--- src/rtl/fifo_stream_reader_pkg.sv ---
// Shared types and constants for the FIFO-to-stream reader.
// State encoding is fixed so it can be observed directly on a debug bus.
package fifo_stream_reader_pkg;

   typedef enum logic [1:0] {
      IDLE  = 2'd0,
      RUN   = 2'd1,
      DRAIN = 2'd2,
      DONE  = 2'd3
   } state_t;

   localparam int BUF_DEPTH = 3;

   // A read may only be issued if every word already owed to the buffer still fits.
   function automatic logic room_for_issue(input logic [1:0] occ, input logic inflight);
      return ({1'b0, occ} + {2'b0, inflight}) <= 3'd2;
   endfunction

endpackage

--- src/rtl/stream_out_buf.sv ---
// Three-entry in-order {last,data} buffer presenting its head as a valid/ready stream.
// Entry 0 is always the head; a pop shifts the remaining entries down by one.
module stream_out_buf
   import fifo_stream_reader_pkg::*;
#(
   parameter int WIDTH = 32
) (
   input  logic             clk,
   input  logic             reset,
   input  logic             push,
   input  logic [WIDTH-1:0] push_data,
   input  logic             push_last,
   output logic             m_valid,
   input  logic             m_ready,
   output logic [WIDTH-1:0] m_data,
   output logic             m_last,
   output logic [1:0]       occ
);

   logic [BUF_DEPTH-1:0][WIDTH-1:0] data_q, data_n;
   logic [BUF_DEPTH-1:0]            last_q, last_n;
   logic                            pop;
   logic [1:0]                      wr_idx;

   assign m_valid = (occ != 2'd0);
   assign m_data  = data_q[0];
   assign m_last  = last_q[0];

   always_comb begin
      pop    = m_valid & m_ready;
      wr_idx = occ - {1'b0, pop};
      data_n = data_q;
      last_n = last_q;
      if (pop) begin
         for (int i = 0; i < BUF_DEPTH - 1; i++) begin
            data_n[i] = data_q[i+1];
            last_n[i] = last_q[i+1];
         end
      end
      // Push lands behind the shifted contents, so a same-cycle push+pop keeps order.
      if (push) begin
         data_n[wr_idx] = push_data;
         last_n[wr_idx] = push_last;
      end
   end

   always_ff @(posedge clk) begin
      if (reset) begin
         data_q <= '0;
         last_q <= '0;
         occ    <= 2'd0;
      end else begin
         data_q <= data_n;
         last_q <= last_n;
         occ    <= occ + {1'b0, push} - {1'b0, pop};
      end
   end

endmodule

--- src/rtl/fifo_stream_reader.sv ---
// Drains a 1-cycle-latency FIFO read port into a valid/ready stream, moving a
// requested number of words per transfer and flagging the final one.
module fifo_stream_reader
   import fifo_stream_reader_pkg::*;
#(
   parameter int WIDTH = 32,
   parameter int LEN_W = 16
) (
   input  logic             clk,
   input  logic             reset,
   input  logic             start,
   input  logic [LEN_W-1:0] len,
   output logic             busy,
   output logic             done,
   output logic             fifo_re,
   input  logic [WIDTH-1:0] fifo_dout,
   input  logic             fifo_empty,
   output logic             m_valid,
   input  logic             m_ready,
   output logic [WIDTH-1:0] m_data,
   output logic             m_last
);

   state_t           state, state_nxt;
   logic [LEN_W-1:0] issue_rem;
   logic             inflight;
   logic             inflight_last;
   logic [1:0]       occ;

   // Issue depends only on registered state and the FIFO's registered empty flag.
   assign fifo_re = (state == RUN) && (issue_rem != '0) && !fifo_empty
                    && room_for_issue(occ, inflight);
   assign busy    = (state != IDLE);
   assign done    = (state == DONE);

   always_comb begin
      state_nxt = state;
      case (state)
         IDLE:    if (start) state_nxt = (len == '0) ? DONE : RUN;
         RUN:     if (issue_rem == '0) state_nxt = DRAIN;
         DRAIN:   if ((occ == 2'd0) && !inflight) state_nxt = DONE;
         DONE:    state_nxt = IDLE;
         default: state_nxt = IDLE;
      endcase
   end

   always_ff @(posedge clk) begin
      if (reset) begin
         state         <= IDLE;
         issue_rem     <= '0;
         inflight      <= 1'b0;
         inflight_last <= 1'b0;
      end else begin
         state <= state_nxt;
         if ((state == IDLE) && start) issue_rem <= len;
         else if (fifo_re)             issue_rem <= issue_rem - LEN_W'(1);
         inflight      <= fifo_re;
         inflight_last <= fifo_re && (issue_rem == LEN_W'(1));
      end
   end

   stream_out_buf #(.WIDTH(WIDTH)) u_buf (
      .clk       (clk),
      .reset     (reset),
      .push      (inflight),
      .push_data (fifo_dout),
      .push_last (inflight_last),
      .m_valid   (m_valid),
      .m_ready   (m_ready),
      .m_data    (m_data),
      .m_last    (m_last),
      .occ       (occ)
   );

endmodule

--- config.mk ---
export PLATFORM = sky130hd
export DESIGN_NAME = fifo_stream_reader
export DESIGN_NICKNAME = d
export VERILOG_FILES = /design/src/rtl/fifo_stream_reader_pkg.sv /design/src/rtl/stream_out_buf.sv /design/src/rtl/fifo_stream_reader.sv
export SDC_FILE = /design/constraint.sdc
export NUM_CORES = 1
export LEC_CHECK = 0
export ABC_AREA = 1
export BUFFER_PORTS_ARGS = -buffer_cell sky130_fd_sc_hd__buf_2
export CAP_MARGIN = 10
export CORE_MARGIN = 2
export CORE_UTILIZATION = 28
export DETAILED_ROUTE_END_ITERATION = 16
export PLACE_DENSITY = 0.47
export SYNTH_ARGS = -nofsm -noshare
export SYNTH_HDL_FRONTEND = slang
export SYNTH_SLANG_ARGS = --single-unit
--- constraint.sdc ---
create_clock -name clk -period 3.2 [get_ports clk]
set_input_delay 0.48 -clock clk [delete_from_list [all_inputs] [get_ports clk]]
set_output_delay 0.48 -clock clk [all_outputs]
set_load 0.02 [all_outputs]
# After elaboration in Yosys (flattened, before gate mapping)
# Cells that the tools add are included.
[word_totals]
reg_bits = 121
in_bits = 53
output_inout_bits = 37
wordCells = 61
[classes]
add_sub_neg = 5
order_cmp = 3
eq_ne = 7
n_mux = 17
bitwise = 1
n_reduce_logical = 18
[ops]
columns = ["operator", "count"]
rows = [
  ["two-way mux 64 bit", 2],
  ["bitwise mux 96 bit", 1],
  ["demux 32 bit (select 2 bit)", 1],
  ["logical NOT 16 bit", 2],
  ["two-way mux 16 bit", 2],
  ["two-way mux 32 bit", 1],
  ["== test 16 x 1 -> 1 bit, second input constant", 1],
  ["nonzero test 16 bit", 1],
  ["subtractor 16 x 1 -> 16 bit, second input constant", 1],
  ["two-way mux 2 bit", 6],
  ["one-hot mux 2 bit (4 select lines)", 1],
  ["logical AND 1 bit", 7],
  ["nonzero test 2 bit", 3],
  ["== test 2 bit, second input constant", 2],
  ["logical NOT 2 bit", 2],
  ["!= test 2 bit, second input constant", 2],
  ["subtractor 2 x 1 -> 2 bit", 2],
  ["adder 2 x 1 -> 3 bit", 1],
  ["bitwise mux 3 bit", 1],
  ["less-or-equal comparator 3 x 2 -> 1 bit, second input constant", 1],
  ["less-than comparator 2 x 3 -> 1 bit, second input constant", 1],
  ["AND reduction 3 bit", 1],
  ["adder 2 x 1 -> 2 bit", 1],
  ["demux 1 bit (select 2 bit)", 1],
  ["other kinds (6)", 7],
]

# Depth between registers and ports, before layout
# Gate-level depths: netlist of run 1.
[logic_depth]
depth_word = 9
ltp_mapped = 15

# Cells and area by module
# From an unflattened synthesis of run 1, not the netlist that was laid out.
[unflattened]
cells_unflattened = 1071
area_unflattened_um2 = 6657.6
[by_module_without_submodules]
columns = ["module", "instances", "cells_per_inst", "area_per_inst_um2", "seq_area_each_um2"]
rows = [
  ["stream_out_buf", 1, 824, 5119.9, 2021.9],
  ["fifo_stream_reader", 1, 247, 1537.7, 400.4],
]

# Worst setup path before layout of run 1
# OpenSTA, ideal clock, no wires.
[synth_timing]
kind = "flip-flop to flip-flop"
startpoint = "register u_buf.occ[1]"
endpoint = "register u_buf.data_q[46] (netlist bit)"
setup_ns = 0.119
arrival_time_ns = 2.160
slack_ns = 0.921
path_stages_with_launch = 16
path_buffers = 4
period_less_slack_ns = 2.279
path_cell_list = "dfxtp_1 > inv_1 > nand2_1 > nand2_1 > inv_2 > buf_4 > buf_2 > ha_1 > xor2_1 > inv_2 > nand2_1 > nor2_1 > buf_2 > buf_6 > o21ai_0 > a21oi_1"
[synth_between]
elab_chain_cells = 9
elab_cells_between_ends = 11
classes_between = "add/sub (1); order compare (2); mux (5); bitwise (1); reduce/logical (2)"
[synth_lines]
columns = ["element", "line_no", "source"]
rows = [
  ["start: declaration", "stream_out_buf.sv:17", "output logic [1:0] occ"],
  ["start signal: assignment", "stream_out_buf.sv:55", "occ <= occ + {1'b0, push} - {1'b0, pop};"],
  ["nonzero test 2 bit *", "stream_out_buf.sv:25", "assign m_valid = (occ != 2'd0);"],
  ["named net m_valid", "fifo_stream_reader.sv:18", "output logic m_valid,"],
  ["bitwise AND 1 bit *", "stream_out_buf.sv:30", "pop = m_valid & m_ready;"],
  ["subtractor 2 x 1 -> 2 bit", "stream_out_buf.sv:31", "wr_idx = occ - {1'b0, pop};"],
  ["less-than comparator 2 x 3 -> 1 bit (implied by the code) or greater-or-equal comparator 2 x 1 -> 1 bit (tied branches)", "stream_out_buf.sv:42", "data_n[wr_idx] = push_data;"],
  ["logical AND 1 bit (implied by the code)", "stream_out_buf.sv:42", ""],
  ["two-way mux 32 bit (implied by the code)", "stream_out_buf.sv:42", ""],
  ["demux 32 bit (select 2 bit)", "-", ""],
  ["bitwise mux 96 bit", "stream_out_buf.sv:42", ""],
  ["two-way mux 64 bit *", "stream_out_buf.sv:41", "if (push) begin"],
  ["end signal: assignment", "stream_out_buf.sv:53", "data_q <= data_n;"],
  ["end: declaration", "stream_out_buf.sv:20", "logic [BUF_DEPTH-1:0][WIDTH-1:0] data_q, data_n;"],
]
# Mark *: on every way through the listed nets, which the timed path passes. The rest lies on a longest branch.
# A chain may end at the register's enable or synchronous reset.

# Final worst setup path of run 1
[layout_timing]
startpoint = "register inflight"
endpoint = "output port fifo_re"
[layout_between]
elab_chain_cells = 3
[layout_lines]
columns = ["element", "line_no", "source"]
rows = [
  ["start: declaration", "fifo_stream_reader.sv:26", "logic inflight;"],
  ["start signal: assignment", "fifo_stream_reader.sv:57", "inflight <= fifo_re;"],
  ["adder 2 x 1 -> 3 bit", "fifo_stream_reader_pkg.sv:16", "return ({1'b0, occ} + {2'b0, inflight}) <= 3'd2;"],
  ["less-or-equal comparator 3 x 2 -> 1 bit", "fifo_stream_reader_pkg.sv:16", ""],
  ["logical AND 1 bit", "fifo_stream_reader.sv:32", "&& room_for_issue(occ, inflight);"],
  ["end: declaration", "fifo_stream_reader.sv:15", "output logic fifo_re,"],
]
# No other way between the ends.

==> results.sh, run 1 <==
export IMPL_status="completed"
export IMPL_final_min_clock_period_ns=2.64
export IMPL_clockRootBuffer="clkbuf_16"
export IMPL_crit_fanout=5
export IMPL_multi_input_area_sq_mm=0.00272
export IMPL_insertion_delay_ns=0.42
export IMPL_holdBufCountCts=0
export IMPL_finClkSkew_ns=0.0108
export IMPL_ys_dominant_reg_cell="dfxtp_1"
export IMPL_finalHoldViolations=0
export IMPL_yosysUniqueCellTypes=30
export IMPL_slew_viol_final=0
export IMPL_area_growth_pct=17.2
export IMPL_synth_async_reset_ratio_pct=0
export IMPL_antenna_found_initial=0
export IMPL_cts_buffers_inserted=17
export IMPL_vias=5269
export IMPL_grt_overflow_total=0
export IMPL_cp_required_ns=2.72
export IMPL_grt_pass1_wl_um=24400
export IMPL_port_buffers=89
export IMPL_tns_ns=0
export IMPL_tritoncts="yes"
export IMPL_intPower_mw=3.66
export IMPL_grt_use_total_pct=13.7
export IMPL_regArea_sq_mm=0.00242
export IMPL_max_slew_margin_pct=48.8
export IMPL_syn_area_sq_mm=0.00590
export IMPL_synth_nets=913
export IMPL_seqPwrFrac_pct=32.5
export IMPL_wire_per_inst_um=12.4
export IMPL_design_area_sq_mm=0.00692
export IMPL_postSynthAreaPerCell_sq_um=6.96
export IMPL_finalNetCount=945
export IMPL_worst_setup_path_start_kind="register"
export IMPL_grt_max_degree=74
export IMPL_drtIter0Drc=288
export IMPL_cp_top_family="adder cells"
export IMPL_p_comb_share_pct=33.3
export IMPL_cts_resized=0
export IMPL_worstMarginPinSlew_ns=0.767
export IMPL_holdCritPathClass="input pin to register"
export IMPL_holdWs_ns=0.334
export IMPL_p_per_area_mw_per_mm2=851
export IMPL_gp_congestion=0.808
export IMPL_rsz0062_at_grt="no"
export IMPL_cts_setup_buffers=0
export IMPL_clkSinkCount=121
export IMPL_p_switching_mw=2.22
export IMPL_end_kind="output pin"
export IMPL_htreeDepth=4
export IMPL_synthCells=848
export IMPL_die_width_um=149
export IMPL_p_leak_nw=3.17
export IMPL_clkPwrFrac_pct=34.2
export IMPL_vias_per_cell=4.51
export IMPL_coreArea_sq_mm=0.0209
export IMPL_drive_gt1_share_pct=16.5
export IMPL_fillers=2271
export IMPL_cts_buffer_depth=2
export IMPL_timing_fmax_mhz=379
export IMPL_die_area_sq_mm=0.0223
export IMPL_crit_type="register to output pin"
export IMPL_crit_buf_inv=3
export IMPL_drt_pass1_iter_count=4
export IMPL_p_sw_share_pct=37.7
export IMPL_peakVddDrop_uv=622
export IMPL_synth_seq_cells=121
export IMPL_period_share_pct=82.4
export IMPL_setup_violations=0
export IMPL_wirelength_um=14500
export IMPL_arrival_ns=2.16
export IMPL_ioPinCount=90
export IMPL_start_util_pct=28.3
export IMPL_maxCapViolations=0
export IMPL_drtAntennaViolNets=0
export IMPL_crit_chain="ha_1 > inv_1 > ha_1 > nand2_1 > a21oi_1 > inv_1 > nor2_1 > buf_2"
export IMPL_place_area_sq_mm=0.00631
export IMPL_ys_warn_count=0
export IMPL_yosysSeqAreaShare_pct=41.0
export IMPL_max_stage_delay_ns=0.41
export IMPL_slowest_stage="dfxtp_1"
export IMPL_antennaDiodeCount=0
export IMPL_synth_edf_count=0
export IMPL_drc=0
export IMPL_grt_pass1_vias=4962
export IMPL_dp_hpwl_um=9020
export IMPL_clk_pin_slew_worst_paths_ns=0.06
export IMPL_std_cell_rows=53
export IMPL_fp_dieH_um=149
layer usage:
| layer | GRT usage (%) | vias up | routed length (um) |
|---|---|---|---|
| met5 | 0 | - | 0 |
| met4 | 5.62 | 0 | 226 |
| met3 | 3.00 | 17 | 651 |
| met2 | 21.5 | 120 | 6270 |
| met1 | 18.3 | 2353 | 7350 |
| li1 | - | 2779 | - |
final cells by class:
| cell class | instances | area share, % |
|---|---|---|
| Clock buffer | 22 | 6.85 |
| Clock inverter | 10 | 2.02 |
| Inverter | 70 | 3.81 |
| Multi-Input combinational cell | 573 | 39.3 |
| Sequential cell | 121 | 35.0 |
| Tap cell | 275 | 4.97 |
| Timing Repair Buffer | 97 | 8.03 |
registers in the layout, indices dropped and copies added, names as in the netlist:
signal	count
u_buf.last_q	3
u_buf.occ	2
state	2
inflight	1
inflight_last	1
u_buf.data_q	64
u_buf.m_data	32
issue_rem	16
worst register-to-register path, delay by kind of cell (launching register included):
family	cells	cell delay, ns
flip-flops	1	0.37
adder cells (fa/ha/maj)	1	0.15
AND/OR/NAND/NOR	3	0.50
AO/OA/AOI/OAI	2	0.26
XOR/XNOR	1	0.28
buffers and inverters	4	0.49
cells by family (layout without fill, tap and decap cells):
kind of cell / Yosys count / count (layout) / share of synthesized area, %
buf+inv: 154 / 199 / 13.1
xor+xnor: 5 / 5 / 0.742
simple gates: 329 / 329 / 22.6
fa+ha+maj: 12 / 12 / 2.54
flops: 121 / 121 / 41.0
compound gates: 227 / 227 / 20.0
cells in the final DEF, fill, tap and decap left out, drive strengths merged:
master,instances
a21oi,77
a31oi,33
buf,97
bufinv,3
clkbuf,22
clkinv,6
dfxtp,121
ha,12
inv,71
nand2,241
nand3,23
nand4,1
nor2,55
nor3,6
nor4,1
o21ai,116
o21bai,1
or2,2
xnor2,1
xor2,4
stage by stage:
stage | std cells | util [%] | worst slack, ns | power (mW)
2_1_floorplan | 848 | - | 0.921 | 3.54
3_3_place_gp | 1136 | 30.2 | 0.968 | 3.94
3_5_place_dp | 1136 | 30.2 | 0.964 | 3.94
4_1_cts | 1168 | 33.1 | 0.513 | 6.00
5_1_grt | 1168 | 33.1 | 0.389 | 6.36
6_report | 1168 | 33.1 | 0.565 | 5.89
cells in the mapped netlist, types with 3 or more instances:
cell type,instances,area share (%)
buf_6,3,0.57
ha_1,12,2.5
nor3_1,5,0.42
buf_2,25,2.1
o21ai_0,113,9.6
nor2_2,5,0.53
dfxtp_1,121,41
o21ai_1,3,0.25
a31oi_1,33,3.5
clkbuf_1,17,1.1
nand2_1,238,15
a21oi_1,77,6.5
xor2_1,4,0.59
nand3_1,22,1.9
inv_1,67,4.3
buf_4,38,4.8
nor2_1,49,3.1
worst paths after layout:
kind | start | depth (start not counted) | slack (ns) | end
worst max-delay path | inflight$_SDFF_PP0_ | 8 | 0.56 | fifo_re
worst min-delay path | fifo_dout[22] | 3 | 0.33 | u_buf.data_q[54]$_SDFF_PP0_
worst max register to register | u_buf.occ[1]$_SDFF_PP0_ | 11 | 1.07 | u_buf.data_q[84]$_SDFFE_PP0P_
worst min register to register | u_buf.data_q[44]$_SDFF_PP0_ | 2 | 0.48 | u_buf.m_data[12]$_SDFF_PP0_
power groups by stage:
stage	Clock (mW)	Sequential, mW	Combinational, mW
CTS	2.08	1.92	2.00
finish	2.01	1.91	1.96
detailed placement	0	1.95	1.99
floorplan	0	1.90	1.64
global placement	0	1.95	1.99
global route	2.14	1.95	2.27
Note: power is estimated with default switching activity, not from simulation.
==> inputs of run 2 (changes only) <==
--- a/config.mk
+++ b/config.mk
@@ -5,7 +5,7 @@
 export SDC_FILE = /design/constraint.sdc
 export NUM_CORES = 1
 export LEC_CHECK = 0
-export ABC_AREA = 1
+export ABC_AREA = 0
 export BUFFER_PORTS_ARGS = -buffer_cell sky130_fd_sc_hd__buf_2
 export CAP_MARGIN = 10
 export CORE_MARGIN = 2
==> constraint.sdc (replaced) <==
create_clock -name clk -period 2.6 [get_ports clk]
set_input_delay 0.39 -clock clk [delete_from_list [all_inputs] [get_ports clk]]
set_output_delay 0.39 -clock clk [all_outputs]
set_load 0.02 [all_outputs]
==> run 2 against run 1 <==
Final area is 0.61% lower. Count of clock-buffer cells in the layout grew 1. Hold slack got worse by 0.093 ns. Synthesized cell count decreased by 23%. Area after synthesis fell by 3.6%.
==> results.sh, run 2 <==
export IMPL_wirelength_um=14400
export IMPL_max_slew_margin_pct=49.6
export IMPL_fillers=2105
export IMPL_grt_pass1_vias=4808
export IMPL_grt_overflow_total=0
export IMPL_end_kind="output pin"
export IMPL_grt_max_degree=67
export IMPL_multi_input_area_sq_mm=0.00286
export IMPL_maxCapViolations=0
export IMPL_drt_pass1_iter_count=4
export IMPL_dp_cells=948
export IMPL_timing_fmax_mhz=410
export IMPL_ioPinCount=90
export IMPL_yosys_cell_count_top_type="dfxtp_1"
export IMPL_grt_use_total_pct=13.6
export IMPL_synth_edf_count=0
export IMPL_vias_per_cell=4.88
export IMPL_layout_setup_ws_ns=0.161
export IMPL_finalHoldViolations=0
export IMPL_start_util_pct=28.3
export IMPL_cts_buffers_inserted=17
export IMPL_drtIter0Drc=298
export IMPL_top_register="u_buf.data_q"
export IMPL_antennaDiodeCount=0
export IMPL_htreeDepth=4
export IMPL_grt_pass1_wl_um=23700
export IMPL_synth_seq_cells=121
export IMPL_clockRootBuffer="clkbuf_16"
export IMPL_rsz0062_at_grt="no"
export IMPL_dp_hpwl_um=9370
export IMPL_setup_violations=0
export IMPL_die_width_um=147
export IMPL_peakVddDrop_uv=464
export IMPL_syn_area_sq_mm=0.00569
export IMPL_vias=4792
export IMPL_insertion_delay_ns=0.41
export IMPL_tritoncts="yes"
export IMPL_ys_dominant_reg_cell="dfxtp_1"
export IMPL_crit_fanout=5
export IMPL_yosysUniqueCellTypes=39
export IMPL_synth_nets=717
export IMPL_drive_gt1_share_pct=21.5
export IMPL_finalNetCount=764
export IMPL_holdBufCountCts=0
export IMPL_layout_commonest_cell="dfxtp_1"
export IMPL_status="completed"
export IMPL_yosysSeqAreaShare_pct=42.5
export IMPL_ys_warn_count=0
export IMPL_place_ws_ns=0.171
export IMPL_worstMarginPinSlew_ns=0.756
export IMPL_final_cell_mix="120 x dfxtp_1, 87 x buf_2, 85 x nor2_1"
export IMPL_die_area_sq_mm=0.0215
export IMPL_coreArea_sq_mm=0.0201
export IMPL_finClkSkew_ns=0.0150
export IMPL_slew_viol_final=0
export IMPL_clkSinkCount=121
export IMPL_synth_top_area_share_pct=42.5
export IMPL_arrival_ns=2.05
export IMPL_fp_dieH_um=147
export IMPL_synthTopCellsByCount="121 x dfxtp_1, 87 x nor2_1, 71 x nand2_1, 68 x a211oi_1, 67 x mux2i_1"
export IMPL_final_min_clock_period_ns=2.44
export IMPL_port_buffers=89
export IMPL_r2r_slack_ns=0.21
export IMPL_crit_type="register to output pin"
export IMPL_cts_buffer_depth=2
export IMPL_synthCells=652
export IMPL_largest_reg_flops=64
export IMPL_worst_setup_path_start_kind="register"
export IMPL_layoutNonFillerInstCount=981
export IMPL_p_leak_nw=3.02
export IMPL_yosysTopAreaCell="dfxtp_1"
export IMPL_antenna_found_initial=0
export IMPL_p_per_area_mw_per_mm2=975
export IMPL_cp_required_ns=2.21
export IMPL_drc=0
export IMPL_drtAntennaViolNets=0
export IMPL_regArea_sq_mm=0.00242
export IMPL_synth_async_reset_ratio_pct=0
export IMPL_wire_per_inst_um=14.7
export IMPL_std_cell_rows=52
export IMPL_synth_area_leaders="dfxtp_1 43%, mux2i_1 12%, a211oi_1 9.0%, nor2_1 5.7%, nand2_1 4.7%"
export IMPL_holdCritPathClass="input pin to register"
export IMPL_area_growth_pct=20.8
export IMPL_gp_congestion=0.739
export IMPL_period_share_pct=93.8
export IMPL_clk_pin_slew_worst_paths_ns=0.06
export IMPL_postSynthAreaPerCell_sq_um=8.73
## run 2: cell types whose count changed after synthesis, moves of 19 or more
cell,delta
nand2_1,-167
a211oi_1,+68
a21oi_1,-40
a31oi_1,-33
clkbuf_1,+19
buf_2,-21
nor2_1,+38
mux2i_1,+67
inv_1,-55
o21ai_0,-107
## run 2: timing repair
item,in CTS,in global routing
gates resized for setup,3,8
setup endpoints to repair,1,1
buffers inserted,0,2
endpoints found under the hold margin,0,0
## run 2: worst paths after layout
kind,end,startpoint,cells past startpoint
max,fifo_re,issue_rem[15]$_SDFFE_PP0P_,4
min,u_buf.data_q[74]$_SDFFE_PP0P_,fifo_dout[10],3
max reg2reg,issue_rem[5]$_SDFFE_PP0P_,inflight$_SDFF_PP0_,10
min reg2reg,u_buf.data_q[69]$_SDFFE_PP0P_,u_buf.data_q[69]$_SDFFE_PP0P_,2
## run 2: through the flow
step | instance area, sq um | setup TNS, ns | hold WS, ns | power, mW | util (%)
after detailed placement | 6220 | 0 | 0.446 | 4.27 | 30.9
final | 6880 | 0 | 0.241 | 6.70 | 34.2
after global placement | 6220 | 0 | 0.440 | 4.23 | 30.9
after CTS | 6840 | 0 | 0.217 | 6.74 | 34.0
after floorplan | 5700 | -1.07 | 0.436 | 3.78 | -
after global routing | 6880 | 0 | 0.226 | 7.09 | 34.2
## run 2: cell type report
type	instances	share of cell area (%)
multi-input combinational	438	41.5
clock inverter	8	1.73
clock buffer	23	6.95
sequential	121	35.2
timing repair buffer	109	8.97
tap	270	4.91
inverter	12	0.655
## run 2: logic make-up after synthesis
logic type	share of synthesized area, %
xor+xnor	0.308
mux	11.8
simple gates	16.7
buf+inv	8.35
compound gates	17.7
fa+ha+maj	2.64
flops	42.5
## run 2: metal layers
layer,vias to the layer above,track usage (%),routed length [um]
met3,15,3.78,595
met4,0,5.10,200
li1,2403,-,-
met2,111,23.1,6940
met5,-,0,0
met1,2263,16.5,6670
## run 2: power breakdown
| part | total, mW | switching (mW) | internal (mW) |
|---|---|---|---|
| sequential | 2.30 | 0.193 | 2.11 |
| combinational | 2.01 | 1.19 | 0.821 |
| clock | 2.39 | 0.816 | 1.57 |
| total | 6.70 | 2.20 | 4.50 |
## run 2: worst max-delay path: stages (launching register included)
cell     delay (ns)
dfxtp_1        0.34
or4_1          0.67
nor4_4         0.39
nor2_2         0.07
buf_4          0.16
==> inputs of run 3 (changes only) <==
--- a/config.mk
+++ b/config.mk
@@ -11,6 +11,7 @@
 export CORE_MARGIN = 2
 export CORE_UTILIZATION = 28
 export DETAILED_ROUTE_END_ITERATION = 16
+export GPL_TIMING_DRIVEN = 0
 export PLACE_DENSITY = 0.47
 export SYNTH_ARGS = -nofsm -noshare
 export SYNTH_HDL_FRONTEND = slang
==> run 3 against run 2 <==
Hold slack worse by 0.0067 ns. Final area is 5.8% higher. Register-to-register slack got worse by 0.09 ns. Count of clock-buffer cells in the layout did not move. Clock skew fell by 0.0037 ns. Largest power group is now registers. Critical path depth up 3. Fmax is 2.2% lower. Global-route usage increased by 1.7 points. Cell count rose by 6.6%. Sequential cell count stayed put. First-iteration DRC count decreased by 20%. Die area is the same.
==> results.sh, run 3 (same netlist as run 2, synthesis figures left out) <==
export IMPL_holdCritPathClass="input pin to register"
export IMPL_drtAntennaViolNets=0
export IMPL_timing_fmax_mhz=401
export IMPL_drt_pass1_iter_count=4
export IMPL_final_cell_mix="120 x dfxtp_1, 94 x buf_2, 86 x nor2_1"
export IMPL_seqPwrFrac_pct=34.0
export IMPL_fillers=2097
export IMPL_grt_pass1_vias=4878
export IMPL_crit_type="register to output pin"
export IMPL_p_switching_mw=2.28
export IMPL_tritoncts="yes"
export IMPL_p_per_area_mw_per_mm2=937
export IMPL_dp_hpwl_um=11500
export IMPL_port_buffers=88
export IMPL_slowest_stage="or3b_4"
export IMPL_maxCapViolations=0
export IMPL_std_cell_rows=52
export IMPL_finalNetCount=830
export IMPL_fp_dieH_um=147
export IMPL_tns_ns=0
export IMPL_cts_buffers_inserted=17
export IMPL_start_util_pct=28.3
export IMPL_die_area_sq_mm=0.0215
export IMPL_grt_overflow_total=0
export IMPL_vias_per_cell=4.72
export IMPL_p_sw_share_pct=33.5
export IMPL_die_width_um=147
export IMPL_clkPwrFrac_pct=33.9
export IMPL_clockRootBuffer="clkbuf_16"
export IMPL_clk_pin_slew_worst_paths_ns=0.06
export IMPL_drtIter0Drc=237
export IMPL_cts_buffer_depth=2
export IMPL_grt_busiest_layer="met2"
export IMPL_drc=0
export IMPL_place_ws_ns=-0.836
export IMPL_grt_max_degree=20
export IMPL_largest_reg_flops=64
export IMPL_final_min_clock_period_ns=2.49
export IMPL_worstMarginPinSlew_ns=0.838
export IMPL_worst_setup_path_start_kind="register"
export IMPL_place_area_sq_mm=0.00648
export IMPL_antenna_found_initial=0
export IMPL_setup_violations=0
export IMPL_drive_gt1_share_pct=26.5
export IMPL_finClkSkew_ns=0.0113
export IMPL_period_share_pct=95.9
export IMPL_intPower_mw=4.54
export IMPL_gp_congestion=0.760
export IMPL_top_register="u_buf.data_q"
export IMPL_crit_chain="inv_1 > ha_1 > or3b_4 > nor4_4 > buf_6 > nor2_1 > buf_2"
export IMPL_use_met1_pct=20.0
export IMPL_slew_viol_final=0
export IMPL_wirelength_um=16200
export IMPL_grt_use_total_pct=15.4
export IMPL_vias=4939
export IMPL_power_total_mw=6.82
export IMPL_wire_per_inst_um=15.5
export IMPL_arrival_ns=2.10
export IMPL_max_slew_margin_pct=44.2
export IMPL_design_area_sq_mm=0.00728
export IMPL_insertion_delay_ns=0.41
export IMPL_peakVddDrop_uv=479
export IMPL_cp_required_ns=2.21
export IMPL_p_leak_nw=3.24
export IMPL_layout_commonest_cell="dfxtp_1"
export IMPL_area_growth_pct=27.8
export IMPL_max_stage_delay_ns=0.44
export IMPL_met2_usage_pct=25.3
export IMPL_coreArea_sq_mm=0.0201
export IMPL_clkSinkCount=121
export IMPL_final_util_pct=36.2
export IMPL_dp_cells=1010
export IMPL_status="completed"
export IMPL_antennaDiodeCount=0
export IMPL_end_kind="output pin"
export IMPL_htreeDepth=4
export IMPL_use_met3_pct=3.91
export IMPL_layoutNonFillerInstCount=1046
export IMPL_finalHoldViolations=0
export IMPL_grt_pass1_wl_um=26000
export IMPL_p_comb_share_pct=32.1
export IMPL_ioPinCount=90
export IMPL_crit_fanout=7
export IMPL_layout_setup_ws_ns=0.107
export IMPL_holdWs_ns=0.235
==> run 3: what timing repair did <==
item | 4_1_cts | 5_1_grt
endpoints found under the setup margin | 107 | 67
setup buffers | 3 | 6
hold buffers | 0 | 0
resized for setup | 44 | 15
pin swaps | 1 | 2
==> run 3: worst paths after layout <==
| kind | depth (start not counted) | endpoint | slack, ns | startpoint |
|---|---|---|---|---|
| worst min-delay path | 3 | u_buf.data_q[92]$_SDFFE_PP0P_ | 0.23 | fifo_dout[28] |
| worst max register to register | 11 | u_buf.data_q[49]$_SDFF_PP0_ | 0.12 | u_buf.occ[1]$_SDFF_PP0_ |
| worst max-delay path | 7 | fifo_re | 0.11 | issue_rem[0]$_SDFFE_PP0P_ |
| worst min register to register | 2 | u_buf.data_q[93]$_SDFFE_PP0P_ | 0.45 | u_buf.data_q[93]$_SDFFE_PP0P_ |
==> run 3: cell type report <==
| type | instances | area, sq um | share of cell area [%] |
|---|---|---|---|
| tap | 270 | 338 | 4.64 |
| inverter | 12 | 45.0 | 0.619 |
| sequential | 121 | 2420 | 33.3 |
| multi-input combinational | 438 | 2890 | 39.7 |
| timing repair buffer | 97 | 508 | 6.98 |
| clock inverter | 7 | 93.8 | 1.29 |
| buffer | 78 | 500 | 6.88 |
| clock buffer | 23 | 478 | 6.57 |
==> run 3: layer usage <==
layer	vias to the layer above	wire length, um
met5	-	0
met4	0	133
met3	11	688
met2	84	7670
met1	2305	7760
li1	2539	-
==> run 3: power groups by stage <==
stage	sequential (mW)	combinational (mW)	clock, mW
2_1_floorplan	2.29	1.49	0
3_3_place_gp	2.35	2.01	0
3_5_place_dp	2.35	2.01	0
4_1_cts	2.32	2.15	2.35
5_1_grt	2.36	2.42	2.43
6_report	2.32	2.19	2.31
==> run 3: critical path, delay by kind of cell, from the launching register on <==
| kind | cells | cell delay [ns] |
|---|---|---|
| AND/OR/NAND/NOR | 3 | 0.75 |
| buffers and inverters | 3 | 0.40 |
| flip-flops | 1 | 0.35 |
| adder cells (fa/ha/maj) | 1 | 0.18 |
